==> config.mk <==
export PLATFORM = sky130hd
export DESIGN_NAME = sequenciador_rpn_pilha
export DESIGN_NICKNAME = d
export VERILOG_FILES = /design/src/rtl/sequenciador_rpn_pilha.sv
export SDC_FILE = /design/constraint.sdc
export NUM_CORES = 1
export LEC_CHECK = 0
export CELL_PAD_IN_SITES_DETAIL_PLACEMENT = 0
export CELL_PAD_IN_SITES_GLOBAL_PLACEMENT = 2
export CORE_AREA = 2 2 110 112
export DETAILED_ROUTE_END_ITERATION = 10
export DIE_AREA = 0 0 112 114
export DONT_BUFFER_PORTS = 1
export PLACE_DENSITY = 0.7
export SYNTH_ARGS = -nofsm -noshare
export SYNTH_HDL_FRONTEND = slang
export SYNTH_SLANG_ARGS = --single-unit
==> constraint.sdc <==
create_clock -name clk -period 4.3 [get_ports clk]
set_input_delay 0.86 -clock clk [delete_from_list [all_inputs] [get_ports clk]]
set_output_delay 0.86 -clock clk [all_outputs]
set_load 0.1 [all_outputs]
==> src/rtl/sequenciador_rpn_pilha.sv <==
// RPN sequencer: operand stack of PROFUNDIDADE words, pops two words into an external ALU and pushes the result back.
// Optional ALU timeout guarded by macro SEQ_RPN_TEMPO_LIMITE_EN.
module sequenciador_rpn_pilha #(
  parameter int LARGURA      = 8,
  parameter int PROFUNDIDADE = 4,
  parameter int TEMPO_LIMITE = 16
) (
  input  logic                              clk,
  input  logic                              reset,
  input  logic                              pulso_empilha,
  input  logic                              pulso_operar,
  input  logic                              pulso_limpar,
  input  logic [LARGURA-1:0]                entrada_dado,
  input  logic [2:0]                        codigo_op,
  input  logic [LARGURA-1:0]                alu_resultado,
  input  logic                              alu_pronto,
  output logic [LARGURA-1:0]                alu_operando_a,
  output logic [LARGURA-1:0]                alu_operando_b,
  output logic [2:0]                        alu_codigo,
  output logic                              alu_inicio,
  output logic [LARGURA-1:0]                topo_pilha,
  output logic [$clog2(PROFUNDIDADE+1)-1:0] contagem,
  output logic                              ocupado,
  output logic                              erro_subfluxo,
  output logic                              erro_transbordo,
  output logic                              erro_tempo
);

  localparam int CW = $clog2(PROFUNDIDADE + 1);
  localparam int IW = (PROFUNDIDADE > 1) ? $clog2(PROFUNDIDADE) : 1;

  typedef enum logic [1:0] {
    OCIOSO  = 2'b00,
    DISPARA = 2'b01,
    AGUARDA = 2'b10
  } estado_t;

  estado_t            estado;
  logic [LARGURA-1:0] pilha [PROFUNDIDADE];
  logic [CW-1:0]      n;
  logic [IW-1:0]      idx_topo, idx_abaixo, idx_livre;

  // Slot indices derived from the word count; only used when the count makes them valid.
  assign idx_topo   = IW'(n - CW'(1));
  assign idx_abaixo = IW'(n - CW'(2));
  assign idx_livre  = IW'(n);

  assign contagem   = n;
  assign ocupado    = (estado != OCIOSO);
  assign topo_pilha = (n == '0) ? '0 : pilha[idx_topo];

`ifdef SEQ_RPN_TEMPO_LIMITE_EN
  localparam int TW = $clog2(TEMPO_LIMITE + 1);
  logic [TW-1:0] contador;
`else
  assign erro_tempo = 1'b0;
`endif

  always_ff @(posedge clk or posedge reset) begin
    if (reset) begin
      estado          <= OCIOSO;
      n               <= '0;
      for (int i = 0; i < PROFUNDIDADE; i++) pilha[i] <= '0;
      alu_operando_a  <= '0;
      alu_operando_b  <= '0;
      alu_codigo      <= '0;
      alu_inicio      <= 1'b0;
      erro_subfluxo   <= 1'b0;
      erro_transbordo <= 1'b0;
`ifdef SEQ_RPN_TEMPO_LIMITE_EN
      erro_tempo      <= 1'b0;
      contador        <= '0;
`endif
    end else if (pulso_limpar) begin
      // Clearing abandons any in-flight operation; stack words keep stale data behind n=0.
      n               <= '0;
      estado          <= OCIOSO;
      alu_inicio      <= 1'b0;
      erro_subfluxo   <= 1'b0;
      erro_transbordo <= 1'b0;
`ifdef SEQ_RPN_TEMPO_LIMITE_EN
      erro_tempo      <= 1'b0;
`endif
    end else begin
      case (estado)
        OCIOSO: begin
          if (pulso_operar) begin
            if (n < CW'(2)) begin
              erro_subfluxo <= 1'b1;
            end else begin
              alu_operando_a <= pilha[idx_abaixo];
              alu_operando_b <= pilha[idx_topo];
              alu_codigo     <= codigo_op;
              alu_inicio     <= 1'b1;
              estado         <= DISPARA;
            end
          end else if (pulso_empilha) begin
            if (n == CW'(PROFUNDIDADE)) begin
              erro_transbordo <= 1'b1;
            end else begin
              pilha[idx_livre] <= entrada_dado;
              n                <= n + CW'(1);
            end
          end
        end
        DISPARA: begin
          alu_inicio <= 1'b0;
          estado     <= AGUARDA;
`ifdef SEQ_RPN_TEMPO_LIMITE_EN
          contador   <= '0;
`endif
        end
        AGUARDA: begin
          // The result replaces the deeper operand, so the pop of two and push of one is a single decrement.
          if (alu_pronto) begin
            pilha[idx_abaixo] <= alu_resultado;
            n                 <= n - CW'(1);
            estado            <= OCIOSO;
          end
`ifdef SEQ_RPN_TEMPO_LIMITE_EN
          else if (contador == TW'(TEMPO_LIMITE - 1)) begin
            erro_tempo <= 1'b1;
            estado     <= OCIOSO;
          end else begin
            contador <= contador + TW'(1);
          end
`endif
        end
        default: estado <= OCIOSO;
      endcase
    end
  end

endmodule

* Yosys cells after proc, flatten, opt, wreduce, memory -nomap -nowiden
Cells that the tools add are included.
** Cells by class
- $add $sub $neg :: 3
- Bitwise operators :: 5
- Reduce and logical (&&, ||, !) cells :: 20
- Eq/ne operators :: 14
- Magnitude comparators :: 6
- Multiplexer cells :: 42
** Operators by type and width (number)
- 32-bit two-way mux :: 4
- 32-bit bitwise mux :: 2
- 32-bit case mux with 2 select lines :: 1
- 8-bit two-way mux :: 7
- 8-bit binary-select mux with 2-bit select :: 2
- 8-bit demux with 2-bit select :: 2
- 3-bit != test (second input constant) :: 6
- 3-bit two-way mux :: 5
- 2-bit nonzero test :: 7
- 1-bit two-way mux :: 12
- 3-bit greater-or-equal comparator (second input constant) :: 3
- 2-bit NOT with 3-bit output :: 3
- 3-bit AND reduction :: 3
- 2-bit two-way mux :: 4
- 2-bit != test (second input constant) :: 4
- 4-bit AND reduction :: 2
- 3-bit by 1-bit < comparator with 1-bit output (second input constant) :: 2
- 2-bit case mux with 3 select lines :: 1
- 3-bit case mux with 2 select lines :: 1
- 6-bit AND reduction :: 1
- 3-bit nonzero test :: 2
- 5-bit AND reduction :: 1
- 3-bit by 1-bit adder with 3-bit output (second input constant) :: 1
- 3-bit == test (second input constant) :: 1
- 11 further kinds :: 13
** Word-level totals
- Output and inout port bits :: 35
- Input bits :: 25
- Word-level logic and storage cells :: 102
- Flip-flop bits (word level) :: 59

* Logic depth before layout (Yosys ltp)
Gate-level depths: netlist of run 1.
- Depth in word-level cells :: 10
- Depth in mapped cells :: 9
- Mapped depth without buffers :: 6

* Worst setup path after synthesis of run 1
OpenSTA, ideal clock, no wires.
- Path type :: register to output
- Start point :: register n[0] (netlist: contagem[0])
- End point :: output topo_pilha[7]
- Stages on the path, launching flop included :: 8
- Buffers on the path :: 3
- Data required time :: 3440 ps
- Data arrival time :: 3416 ps
- Setup slack :: 24 ps
- Cells stage by stage :: dfrtp_1 > buf_2 > buf_2 > inv_1 > ha_1 > clkbuf_1 > mux4_2 > and2_1
** On the way
- Longest elaborated chain between the ends :: 6
- Elaborated cells between the ends (all ways) :: 7
- Classes of those cells :: add/sub (1); mux (4); bitwise (1); reduce/logical (1)
** Ends and longest elaborated chain
- start: declaration :: RTL line 40 : logic [CW-1:0] n;
- start signal: assignment :: RTL line 102 : n <= n + CW'(1);
- start signal: assignment :: RTL line 117 : n <= n - CW'(1);
- 3-bit by 1-bit subtractor with 3-bit output
- 2-bit NOT with 3-bit output (not written as such) :: RTL line 50 : assign topo_pilha = (n == '0) ? '0 : pilha[idx_topo];
- 8-bit binary-select mux with 2-bit select :: RTL line 50
- 8-bit two-way mux (not written as such) (2 in a row) :: RTL line 50
- 8-bit two-way mux * :: RTL line 50
- end: declaration :: RTL line 21 : output logic [LARGURA-1:0] topo_pilha,
Every way passes the cells marked *; elsewhere a longest branch is shown, timed or not. The select of a mux whose other input is x is not followed.

* Worst setup path in the final report of run 1
Same ends and word-level chain as after synthesis.

==> results of run 1 <==
## layer usage
layer	global-route usage, %	share of wire [%]
met1	17.62	43
met3	3.560	6.8
met2	23.39	49
met4	5.122	0.72
met5	0	0
## worst max-delay path by stage
stage | from | end | slack, ns | cells past startpoint
floorplan | contagem[0]$_DFFE_PP0P_ | topo_pilha[7] | 0.02 | 7
global placement | contagem[0]$_DFFE_PP0P_ | topo_pilha[7] | 1.33 | 5
detailed placement | contagem[0]$_DFFE_PP0P_ | topo_pilha[7] | 1.32 | 5
CTS | contagem[0]$_DFFE_PP0P_ | topo_pilha[7] | 0.96 | 5
global route | contagem[0]$_DFFE_PP0P_ | topo_pilha[7] | 0.87 | 5
finish | contagem[0]$_DFFE_PP0P_ | topo_pilha[7] | 1.04 | 5
## critical path, stage by stage, from the launching register on
cell                      delay, ns
sky130_fd_sc_hd__dfrtp_2       0.35
sky130_fd_sc_hd__inv_1         0.08
sky130_fd_sc_hd__ha_1          0.65
sky130_fd_sc_hd__mux4_2        0.59
sky130_fd_sc_hd__and2_1        0.17
sky130_fd_sc_hd__buf_4         0.23
## power by group through the flow
stage,clock [mW],combinational (mW),sequential [mW]
floorplan,0,0.228,0.927
global placement,0,0.293,0.928
detailed placement,0,0.297,0.931
CTS,0.889,0.298,0.920
global route,0.914,0.321,0.931
finish,0.869,0.291,0.919
## placed cells by master, fill, tap and decap left out, types with 9 or more instances in the layout
| cell | instances |
|---|---|
| sky130_fd_sc_hd__and2_1 | 9 |
| sky130_fd_sc_hd__buf_4 | 13 |
| sky130_fd_sc_hd__clkbuf_16 | 9 |
| sky130_fd_sc_hd__dfrtp_1 | 58 |
| sky130_fd_sc_hd__mux2_2 | 52 |
| sky130_fd_sc_hd__mux4_2 | 16 |
| sky130_fd_sc_hd__nand2_1 | 35 |
| sky130_fd_sc_hd__nand3_1 | 32 |
| sky130_fd_sc_hd__nor2_1 | 11 |
| sky130_fd_sc_hd__o21ai_0 | 32 |
## metrics by stage
stage	util (%)	total power, mW	instances
2_1_floorplan	-	1.155	308
3_3_place_gp	30.44	1.221	444
3_5_place_dp	30.44	1.228	444
4_1_cts	33.53	2.107	460
5_1_grt	33.53	2.166	460
6_report	33.53	2.079	460
## logic make-up after synthesis
group	count (synthesis)	share of synthesized area, %
and+or+nand+nor	100	14.51
muxes	71	28.80
DFF	59	43.57
AOI/OAI and AO/OA	40	6.647
buffers and inverters	30	3.988
adders and majority gates	5	1.846
xor gates and xnor gates	2	0.5171
other	1	0.1107
## layout make-up
cell class | count | area share (%)
well taps | 147 | 4.684
multi-input cells | 219 | 45.41
clock buffers | 12 | 6.788
repair buffers | 13 | 2.486
clock inverters | 4 | 2.422
flip-flops and latches | 59 | 37.64
inverters | 6 | 0.5736
## flip-flops by register name, summed over array words and instances (netlist names)
register,count
alu_inicio,1
alu_operando_b,8
contagem,3
erro_transbordo,1
estado,2
alu_codigo,3
erro_subfluxo,1
alu_operando_a,8
pilha,32
==> impl_results.md, run 1 <==
- Register-to-register setup slack: 1.44 ns
- Cell internal power dissipation: 1.370 mW
- Total number of H-tree levels: 3
- Row cnt: 40
- Pwr/cell area: 529.4 nW/um2
- Commonest register cell after synthesis: sky130_fd_sc_hd__dfrtp_1
- Share of the synthesized area in the top cell type: 43.57%
- Number of enable flip-flop cells after synthesis: 0
- Synthesis Warnings: 0
- Maximum number of pins on one net before global-route repair: 73
- Max-slew headroom at the worst pin: 24.87%
- Area growth, synth to finish: 15.88%
- Net Count, Synth: 338
- Net count of the finished layout: 338
- Initial antenna violation count: 0
- Overall Global Routing Usage: 13.98%
- Share of cells above drive strength 1: 34.19%
- Starting Density: 28.93%
- Number of CTS-inserted buffers: 9
- Number of design rule violations left after detail routing: 0
- Width of the chip: 112 um
- TritonCTS clock tree: done
- Minimum period implied by the final worst setup slack: 3.263 ns
- Setup slack after layout: 1.037 ns
- Number of clock sinks seen by CTS: 59
- Total number of vias: 2340
- IR drop worst, VDD: 358.8 uV
- Share of total power consumed by net switching: 34.10%
- Worst slew pin tran: 1.127 ns
- Number of library cell types mapped by synthesis: 34
- Combined area of all synthesized cells: 3388 um2
- Worst clock skew: 0.005384 ns
- Post-route cell area: 3926 um2
- Via density: 5.087
- Dpl ws: 1.318 ns
- Clock-pin slew on the worst setup and hold paths: 0.05 ns
- IO buf count: 0
- Clk root buf: sky130_fd_sc_hd__clkbuf_16
- Area of the core: 11710 um2
- Overall routed net length: 8.649 mm
- Worst Hold Launch: pilha[16]$_DFFE_PP0P_
- Number of resized instances in the post-cts repair step: 0
- Last weighted congestion value of the routability-driven placer: 0.7444
- Largest fanout of any net on the critical path: 9
- Register area share after synthesis: 43.57%
- Grt total ovfl: 0
- Max-cap check violation count: 0
- Area taken by multi-input logic gates: 1783 um2
- Switching power summed over all nets: 708.8 uW
- Fraction of registers with async set/reset: 100.0%
- Max-slew violation count: 0
- Cell depth of the worst flop-to-flop path: 5
- Maximum clock frequency: 0.3064 GHz
- Most frequent cell after synthesis: sky130_fd_sc_hd__dfrtp_1
- Worst hold margin: 0.5253 ns
- Syn Area/Cell: 11.00 um2
- Boundary pin count: 60
- Worst-Skew Late Latency: 0.32 ns
- Critical path launch point type: flip-flop
- Full die area: 12770 um2
- Antenna Violating Nets Remaining: 0
- Critical setup path kind: reg -> out
- Antenna diode instance count: 0
- Synth top area cells: sky130_fd_sc_hd__dfrtp_1, sky130_fd_sc_hd__mux2_2, sky130_fd_sc_hd__mux4_2
- Combinational share of power: 14.0%
- Critical Path RT: 3.44 ns
- Via count of the first global-routing pass: 2294
- Clk network pwr share: 41.8%
- Min-delay worst type: reg -> reg
- Worst hold path cell count: 1
- Worst Hold Endpoint: pilha[16]$_DFFE_PP0P_
- Deepest clock path buffer count: 2
- Hold Buf Count CTS: 0
- Setup repair after global routing missed its margin: no
- Avg WL per Cell: 18.80 um
- Sequential cell fraction of total power: 44.2%
- Register area: 1478 um2
- Detailed-routing iteration count for the pre-antenna-repair pass: 4
- Share of the clock period used by the worst path after layout: 75.89%
- First-pass GRT wire length: 13.57 mm
- Critical register-to-register path startpoint: contagem[1]$_DFFE_PP0P_
- Placed cell areas: 3565 um2
- R2r endpoint: pilha[10]$_DFFE_PP0P_
- Filler instances: 1181
- Floorplan die height: 114 um
- Most area-hungry cell type in the Yosys netlist: sky130_fd_sc_hd__dfrtp_1
- Leading post-synthesis cells by instance count: sky130_fd_sc_hd__dfrtp_1, sky130_fd_sc_hd__mux2_2, sky130_fd_sc_hd__nand2_1, sky130_fd_sc_hd__nand3_1, sky130_fd_sc_hd__o21ai_0
- Synthesized flop and latch total: 59
- Result of the run: complete, no violations
- Setup Buffers After CTS: 0
- Element type at the critical path end: output port
- Cells after Synth: 308
- Leakage: 1.680 nW
- HPWL after detailed placement: 5.566 mm
- Hold Fails Final Rpt: 0
- 1st-iter DRT viols: 170
- Critical path data arrival time: 2.40 ns
- Number of failing setup endpoints in the final timing report: 0
- Setup TNS after final layout: 0 ns
No activity file was read; power rests on OpenSTA's default activity.
==> run 2, diff against run 1 <==
clock period = 3.01 ns   (was 4.3 ns; I/O delays follow)
==> run 2 against run 1 <==
Flip-flop and latch count is the same. Hold slack got worse by 0.35 ns. Critical path type unchanged. Die area did not move. Combinational power up 52%. Clock-buffer cell count shrank 1. Critical endpoint is now topo_pilha[0]. Register-to-register slack worse by 0.86 ns. Clock power increased by 20%. Core utilization increased by 0.50 points. Global-route usage increased by 0.36 points. Non-clock buffer count increased by 6.
==> impl_results.md, run 2 (synthesized netlist as in run 1, its figures left out) <==
- IR drop worst, VDD: 349.5 uV (was 358.8 uV)
- Critical path data arrival time: 2.19 ns (was 2.40 ns)
- Placed cell areas: 3687 um2 (was 3565 um2)
- First-pass GRT wire length: 13.85 mm (was 13.57 mm)
- Last weighted congestion value of the routability-driven placer: 0.7455 (was 0.7444)
- Number of design rule violations left after detail routing: 0 (unchanged)
- IO buf count: 0 (unchanged)
- Worst-Skew Late Latency: 0.32 ns (about the same)
- Maximum number of pins on one net before global-route repair: 42 (was 73)
- CP startpoint: contagem[0]$_DFFE_PP0P_ (unchanged)
- Avg WL per Cell: 18.64 um (was 18.80 um)
- Overall Global Routing Usage: 14.34% (was 13.98%)
- Result of the run: complete, no violations (unchanged)
- Leakage: 1.697 nW (was 1.680 nW)
- Pwr/cell area: 699.6 nW/um2 (was 529.4 nW/um2)
- Number of failing setup endpoints in the final timing report: 0 (unchanged)
- Setup repair after global routing missed its margin: no (unchanged)
- Row cnt: 40 (unchanged)
- Critical setup path kind: reg -> out (unchanged)
- 1st-iter DRT viols: 165 (was 170)
- Boundary pin count: 60 (unchanged)
- Min-delay worst type: in -> async (was reg -> reg)
- Full die area: 12770 um2 (unchanged)
- Clk root buf: sky130_fd_sc_hd__clkbuf_16 (unchanged)
- TritonCTS clock tree: done (unchanged)
- Grt total ovfl: 0 (unchanged)
- Critical path launch point type: flip-flop (unchanged)
- Max-slew violation count: 0 (unchanged)
- Deepest clock path buffer count: 2 (unchanged)
- Number of CTS-inserted buffers: 9 (unchanged)
- Most used cells in the layout excluding fill and tap cells: sky130_fd_sc_hd__dfrtp_1, sky130_fd_sc_hd__mux2_2, sky130_fd_sc_hd__nand2_1 (unchanged)
- R2r endpoint: pilha[2]$_DFFE_PP0P_ (was pilha[10]$_DFFE_PP0P_)
- Register-to-register setup slack: 0.58 ns (was 1.44 ns)
- Dpl ws: 0.4161 ns (was 1.318 ns)
- Number of placed cells counting well taps: 450 (was 444)
- Final standard cell utilization of the core: 34.03% (was 33.53%)
- Leading cell type in the layout, fill and taps excluded: sky130_fd_sc_hd__dfrtp_1 (unchanged)
- Cell depth of the worst flop-to-flop path: 5 (unchanged)
- Via count of the first global-routing pass: 2411 (was 2294)
- Setup TNS after final layout: 0 ns (unchanged)
- Number of clock sinks seen by CTS: 59 (unchanged)
- Max-cap check violation count: 0 (unchanged)
- Antenna diode instance count: 0 (unchanged)
- Maximum clock frequency: 0.3578 GHz
- Worst slew pin tran: 0.9088 ns (was 1.127 ns)
- Area of the core: 11710 um2 (unchanged)
- Element type at the critical path end: output port (unchanged)
- Clock-pin slew on the worst setup and hold paths: 0.06 ns (was 0.05 ns)
- Worst clock skew: 0.007019 ns (was 0.005384 ns)
- Critical register-to-register path startpoint: contagem[0]$_DFFE_PP0P_ (was contagem[1]$_DFFE_PP0P_)
- Hold Fails Final Rpt: 0 (unchanged)
- Area growth, synth to finish: 17.61% (was 15.88%)
- Share of the clock period used by the worst path after layout: 92.86%
- Register containing the most flip-flops in the final layout: pilha (unchanged)
- Capturing element of the worst setup path: topo_pilha[0] (was topo_pilha[7])
- Total number of H-tree levels: 3 (unchanged)
- Setup slack after layout: 0.2150 ns (was 1.037 ns)
- Share of cells above drive strength 1: 38.24% (was 34.19%)
- Via density: 5.041 (was 5.087)
- Width of the chip: 112 um (unchanged)
- Detailed-routing iteration count for the pre-antenna-repair pass: 4 (unchanged)
- Largest fanout of any net on the critical path: 19 (was 9)
- Max-slew headroom at the worst pin: 39.42% (was 24.87%)
- Overall routed net length: 8.688 mm (was 8.649 mm)
- Number of flip-flops in the largest register: 32 (unchanged)
- Floorplan die height: 114 um (unchanged)
- Initial antenna violation count: 0 (unchanged)
- Setup Buffers After CTS: 0 (unchanged)
- Post-route total power: 2.788 mW (was 2.079 mW)
- Post-route cell area: 3985 um2 (was 3926 um2)
- Total number of vias: 2349 (was 2340)
- Starting Density: 28.93% (unchanged)
- Antenna Violating Nets Remaining: 0 (unchanged)
- HPWL after detailed placement: 5.906 mm (was 5.566 mm)
- Minimum period implied by the final worst setup slack: 2.795 ns
- Top flop regs: pilha (32), alu_operando_a (8), alu_operando_b (8) (unchanged)
- Count of non-filler cells in the finished layout: 466 (was 460)
- Worst hold margin: 0.1771 ns (was 0.5253 ns)
- Critical Path RT: 2.41 ns (was 3.44 ns)
- Net count of the finished layout: 344 (was 338)
==> run 2: critical path, cell delays in order, from the launching register on <==
cell and delay, ns:
sky130_fd_sc_hd__dfrtp_2 0.35, sky130_fd_sc_hd__buf_4 0.51, sky130_fd_sc_hd__mux4_2 0.60, sky130_fd_sc_hd__and2_2 0.23
sky130_fd_sc_hd__buf_12 0.17
==> run 2: area by class of cell <==
type	instances	area [um2]
Timing Repair Buffer	19	205.2
Inverter	6	22.52
Tap cell	147	183.9
Sequential cell	59	1479
Clock inverter	5	52.55
Multi-Input combinational cell	219	1799
Clock buffer	11	242.7
Fill cell	1174	7726
==> run 2: what timing repair did <==
action / 4_1_cts / 5_1_grt
endpoints found under the setup margin: 0 / 1
hold buffers: 0 / 0
resized for setup: 0 / 1
==> run 2: worst min path at each step <==
stage,from,to,depth (start not counted)
after CTS,reset,alu_operando_b[6]$_DFFE_PP0P_,1
after floorplan,pilha[16]$_DFFE_PP0P_,pilha[16]$_DFFE_PP0P_,1
final,reset,alu_operando_b[6]$_DFFE_PP0P_,1
after global placement,pilha[12]$_DFFE_PP0P_,pilha[12]$_DFFE_PP0P_,1
after detailed placement,pilha[24]$_DFFE_PP0P_,pilha[24]$_DFFE_PP0P_,1
after global routing,reset,alu_operando_b[6]$_DFFE_PP0P_,1
==> run 2: routing by layer <==
layer / part of all wire [%] / track usage (%) / vias up
met2: 47 / 23.07 / 66
li1: - / - / 1107
met1: 45 / 18.20 / 1169
met5: 0 / 0 / -
met4: 0.96 / 3.902 / 0
met3: 7.0 / 5.526 / 7
==> run 2: power by group <==
part	switching (mW)	internal (mW)	leakage, nW
registers	0.413	0.898	0.796
clock network	0.376	0.659	0.145
logic	0.239	0.202	0.755
==> run 3, diff against run 2 <==
CELL_PAD_IN_SITES_DETAIL_PLACEMENT = default   (was 0)
CELL_PAD_IN_SITES_GLOBAL_PLACEMENT = default   (was 2)
CTS_CLUSTER_SIZE = 20   (was default)
PLACE_DENSITY = 0.53   (was 0.7)
SLEW_MARGIN = 10   (was default)
==> run 3 against run 2 <==
Die area unchanged. Core utilization about the same. Fmax increased by 0.41%. Critical path type unchanged. Critical endpoint is now topo_pilha[2]. Largest cell class unchanged. Largest power group unchanged.
==> impl_results.md, run 3 (synthesized netlist as in run 1, its figures left out) <==
- Result of the run: complete, no violations (unchanged)
- Hold Fails Final Rpt: 0 (unchanged)
- Maximum clock frequency: 0.3593 GHz (was 0.3578 GHz)
- Switching power summed over all nets: 1.001 mW (was 1.029 mW)
- Most used cells in the layout excluding fill and tap cells: sky130_fd_sc_hd__dfrtp_1, sky130_fd_sc_hd__mux2_2, sky130_fd_sc_hd__nand2_1 (unchanged)
- Worst Hold Endpoint: erro_transbordo$_DFFE_PP0P_
- Critical Path RT: 2.41 ns (about the same)
- CP startpoint: contagem[0]$_DFFE_PP0P_ (unchanged)
- Register containing the most flip-flops in the final layout: pilha (unchanged)
- Number of flip-flops in the largest register: 32 (unchanged)
- TritonCTS clock tree: done (unchanged)
- Critical setup path kind: reg -> out (unchanged)
- Cell Chain, Critical Path: buf_4, mux4_2, and2_2, buf_12 (unchanged)
- Setup Buffers After CTS: 0 (unchanged)
- Row cnt: 40 (unchanged)
- Area growth, synth to finish: 17.65% (was 17.61%)
- Initial antenna violation count: 0 (unchanged)
- HPWL after detailed placement: 5.736 mm (was 5.906 mm)
- Sequential cell fraction of total power: 46.5% (was 47.1%)
- Area taken by multi-input logic gates: 1799 um2 (unchanged)
- Avg WL per Cell: 18.28 um (was 18.64 um)
- Share of total power consumed by net switching: 35.33% (was 36.91%)
- Share of the clock period used by the worst path after layout: 92.48% (was 92.86%)
- Overall Global Routing Usage: 14.02% (was 14.34%)
- Width of the chip: 112 um (unchanged)
- Setup repair after global routing missed its margin: no (unchanged)
- Largest fanout of any net on the critical path: 19 (unchanged)
- Max-cap check violation count: 0 (unchanged)
- Min-delay worst type: in -> reg (was in -> async)
- Cell internal power dissipation: 1.833 mW (was 1.759 mW)
- R2r endpoint: pilha[28]$_DFFE_PP0P_ (was pilha[2]$_DFFE_PP0P_)
- Leakage: 1.689 nW (was 1.697 nW)
- Number of CTS-inserted buffers: 9 (unchanged)
- Register-to-register setup slack: 0.61 ns (was 0.58 ns)
- Buffer and inverter count on the worst path: 2 (unchanged)
- Worst clock skew: 0.006149 ns (was 0.007019 ns)
- Critical path data arrival time: 2.18 ns (was 2.19 ns)
- Number of clock sinks seen by CTS: 59 (unchanged)
- Deepest clock path buffer count: 2 (unchanged)
- Total number of vias: 2365 (was 2349)
- Cell depth of the worst flop-to-flop path: 6 (was 5)
- Largest delay contributor family on the critical path: buffers and inverters (unchanged)
- Via count of the first global-routing pass: 2378 (was 2411)
- Pwr/cell area: 710.9 nW/um2 (was 699.6 nW/um2)
- Clock-pin slew on the worst setup and hold paths: 0.05 ns (was 0.06 ns)
- Worst Hold Launch: pulso_limpar
- Filler instances: 1179 (was 1174)
- Full die area: 12770 um2 (unchanged)
- Critical-path top delay cell: sky130_fd_sc_hd__mux4_2 (unchanged)
- Worst hold path cell count: 1
- IR drop worst, VDD: 498.5 uV (was 349.5 uV)
- Minimum period implied by the final worst setup slack: 2.784 ns (was 2.795 ns)
- Last weighted congestion value of the routability-driven placer: 0.7665 (was 0.7455)
- Detailed-routing iteration count for the pre-antenna-repair pass: 4 (unchanged)
- Grt total ovfl: 0 (unchanged)
- Clk network pwr share: 38.4% (was 37.1%)
- Setup TNS after final layout: 0 ns (unchanged)
- Worst-Skew Late Latency: 0.33 ns (was 0.32 ns)
- Critical path launch point type: flip-flop (unchanged)
- IO buf count: 0 (unchanged)
- Worst hold margin: 0.3389 ns (was 0.1771 ns)
- 1st-iter DRT viols: 134 (was 165)
- First-pass GRT wire length: 13.52 mm (was 13.85 mm)
- Top flop regs: pilha (32), alu_operando_a (8), alu_operando_b (8) (unchanged)
- Combinational share of power: 15.2% (was 15.8%)
- Number of design rule violations left after detail routing: 0 (unchanged)
- Starting Density: 28.93% (unchanged)
- Number of failing setup endpoints in the final timing report: 0 (unchanged)
- Boundary pin count: 60 (unchanged)
- Max-slew violation count: 0 (unchanged)
- Floorplan die height: 114 um (unchanged)
- Share of cells above drive strength 1: 37.46% (was 38.24%)
- Net count of the finished layout: 341 (was 344)
- Critical register-to-register path startpoint: contagem[1]$_DFFE_PP0P_ (was contagem[0]$_DFFE_PP0P_)
- Leading cell type in the layout, fill and taps excluded: sky130_fd_sc_hd__dfrtp_1 (unchanged)
- Total number of H-tree levels: 3 (unchanged)
- Overall routed net length: 8.444 mm (was 8.688 mm)
- Element type at the critical path end: output port (unchanged)
- Register area: 1479 um2 (unchanged)
- Antenna Violating Nets Remaining: 0 (unchanged)
- Antenna diode instance count: 0 (unchanged)
- Worst slew pin tran: 0.9354 ns (was 0.9088 ns)
- Clk root buf: sky130_fd_sc_hd__clkbuf_16 (unchanged)
- Via density: 5.119 (was 5.041)
- Area of the core: 11710 um2 (unchanged)
- Max-slew headroom at the worst pin: 37.64% (was 39.42%)
- Maximum number of pins on one net before global-route repair: 58 (was 42)
- Stage delay of the slowest cell on the critical path: 0.59 ns (was 0.60 ns)
## run 3: changes by cell type in the layout (fill, tap and decap cells not counted), sizes merged
cell / delta
bufinv: +1
clkinv: -1
clkbuf: -1
buf: -4
dlygate4sd3: +1
## run 3: area by class of cell
type	instances	area share [%]
Multi-Input combinational cell	219	45.14
Sequential cell	59	37.10
Clock buffer	10	5.995
Timing Repair Buffer	16	4.645
Tap cell	147	4.614
Clock inverter	5	1.946
Inverter	6	0.5650
## run 3: metal layers
metal	global-route usage, %	share of wire, %	vias to the layer above
li1	-	-	1107
met1	16.78	40	1184
met2	23.11	50	66
met3	5.420	8.3	8
met4	5.122	1.3	0
met5	0	0	-
## run 3: timing repair
item	CTS	global route
hold endpoints to repair	2	0
gates resized for setup	0	1
hold buffers	1	0
endpoints found under the setup margin	0	7
## run 3: how the worst max path moves through the flow
| stage | endpoint | slack (ns) | depth (start not counted) |
|---|---|---|---|
| after floorplan | topo_pilha[7] | 0.03 | 7 |
| after global placement | topo_pilha[7] | 0.45 | 4 |
| after detailed placement | topo_pilha[7] | 0.40 | 4 |
| after CTS | topo_pilha[7] | 0.05 | 4 |
| after global routing | topo_pilha[0] | 0.14 | 4 |
| final | topo_pilha[2] | 0.23 | 4 |
## run 3: power by group through the flow
stage	registers [mW]	clock network, mW	logic (mW)
3_5_place_dp	1.33	0	0.432
6_report	1.32	1.09	0.430
3_3_place_gp	1.33	0	0.421
2_1_floorplan	1.33	0	0.337
4_1_cts	1.32	1.12	0.436
5_1_grt	1.33	1.14	0.467
## run 3: stage by stage
| stage | utilization, % | power [mW] | cell area, um2 | worst slack [ns] | cells |
|---|---|---|---|---|---|
| 2_1_floorplan | - | 1.662 | 3427 | 0.03193 | 308 |
| 3_3_place_gp | 31.23 | 1.751 | 3657 | 0.4509 | 446 |
| 3_5_place_dp | 31.23 | 1.766 | 3657 | 0.4050 | 446 |
| 4_1_cts | 34.02 | 2.874 | 3984 | 0.04804 | 462 |
| 5_1_grt | 34.04 | 2.943 | 3986 | 0.1398 | 462 |
| 6_report | 34.04 | 2.834 | 3986 | 0.2264 | 462 |
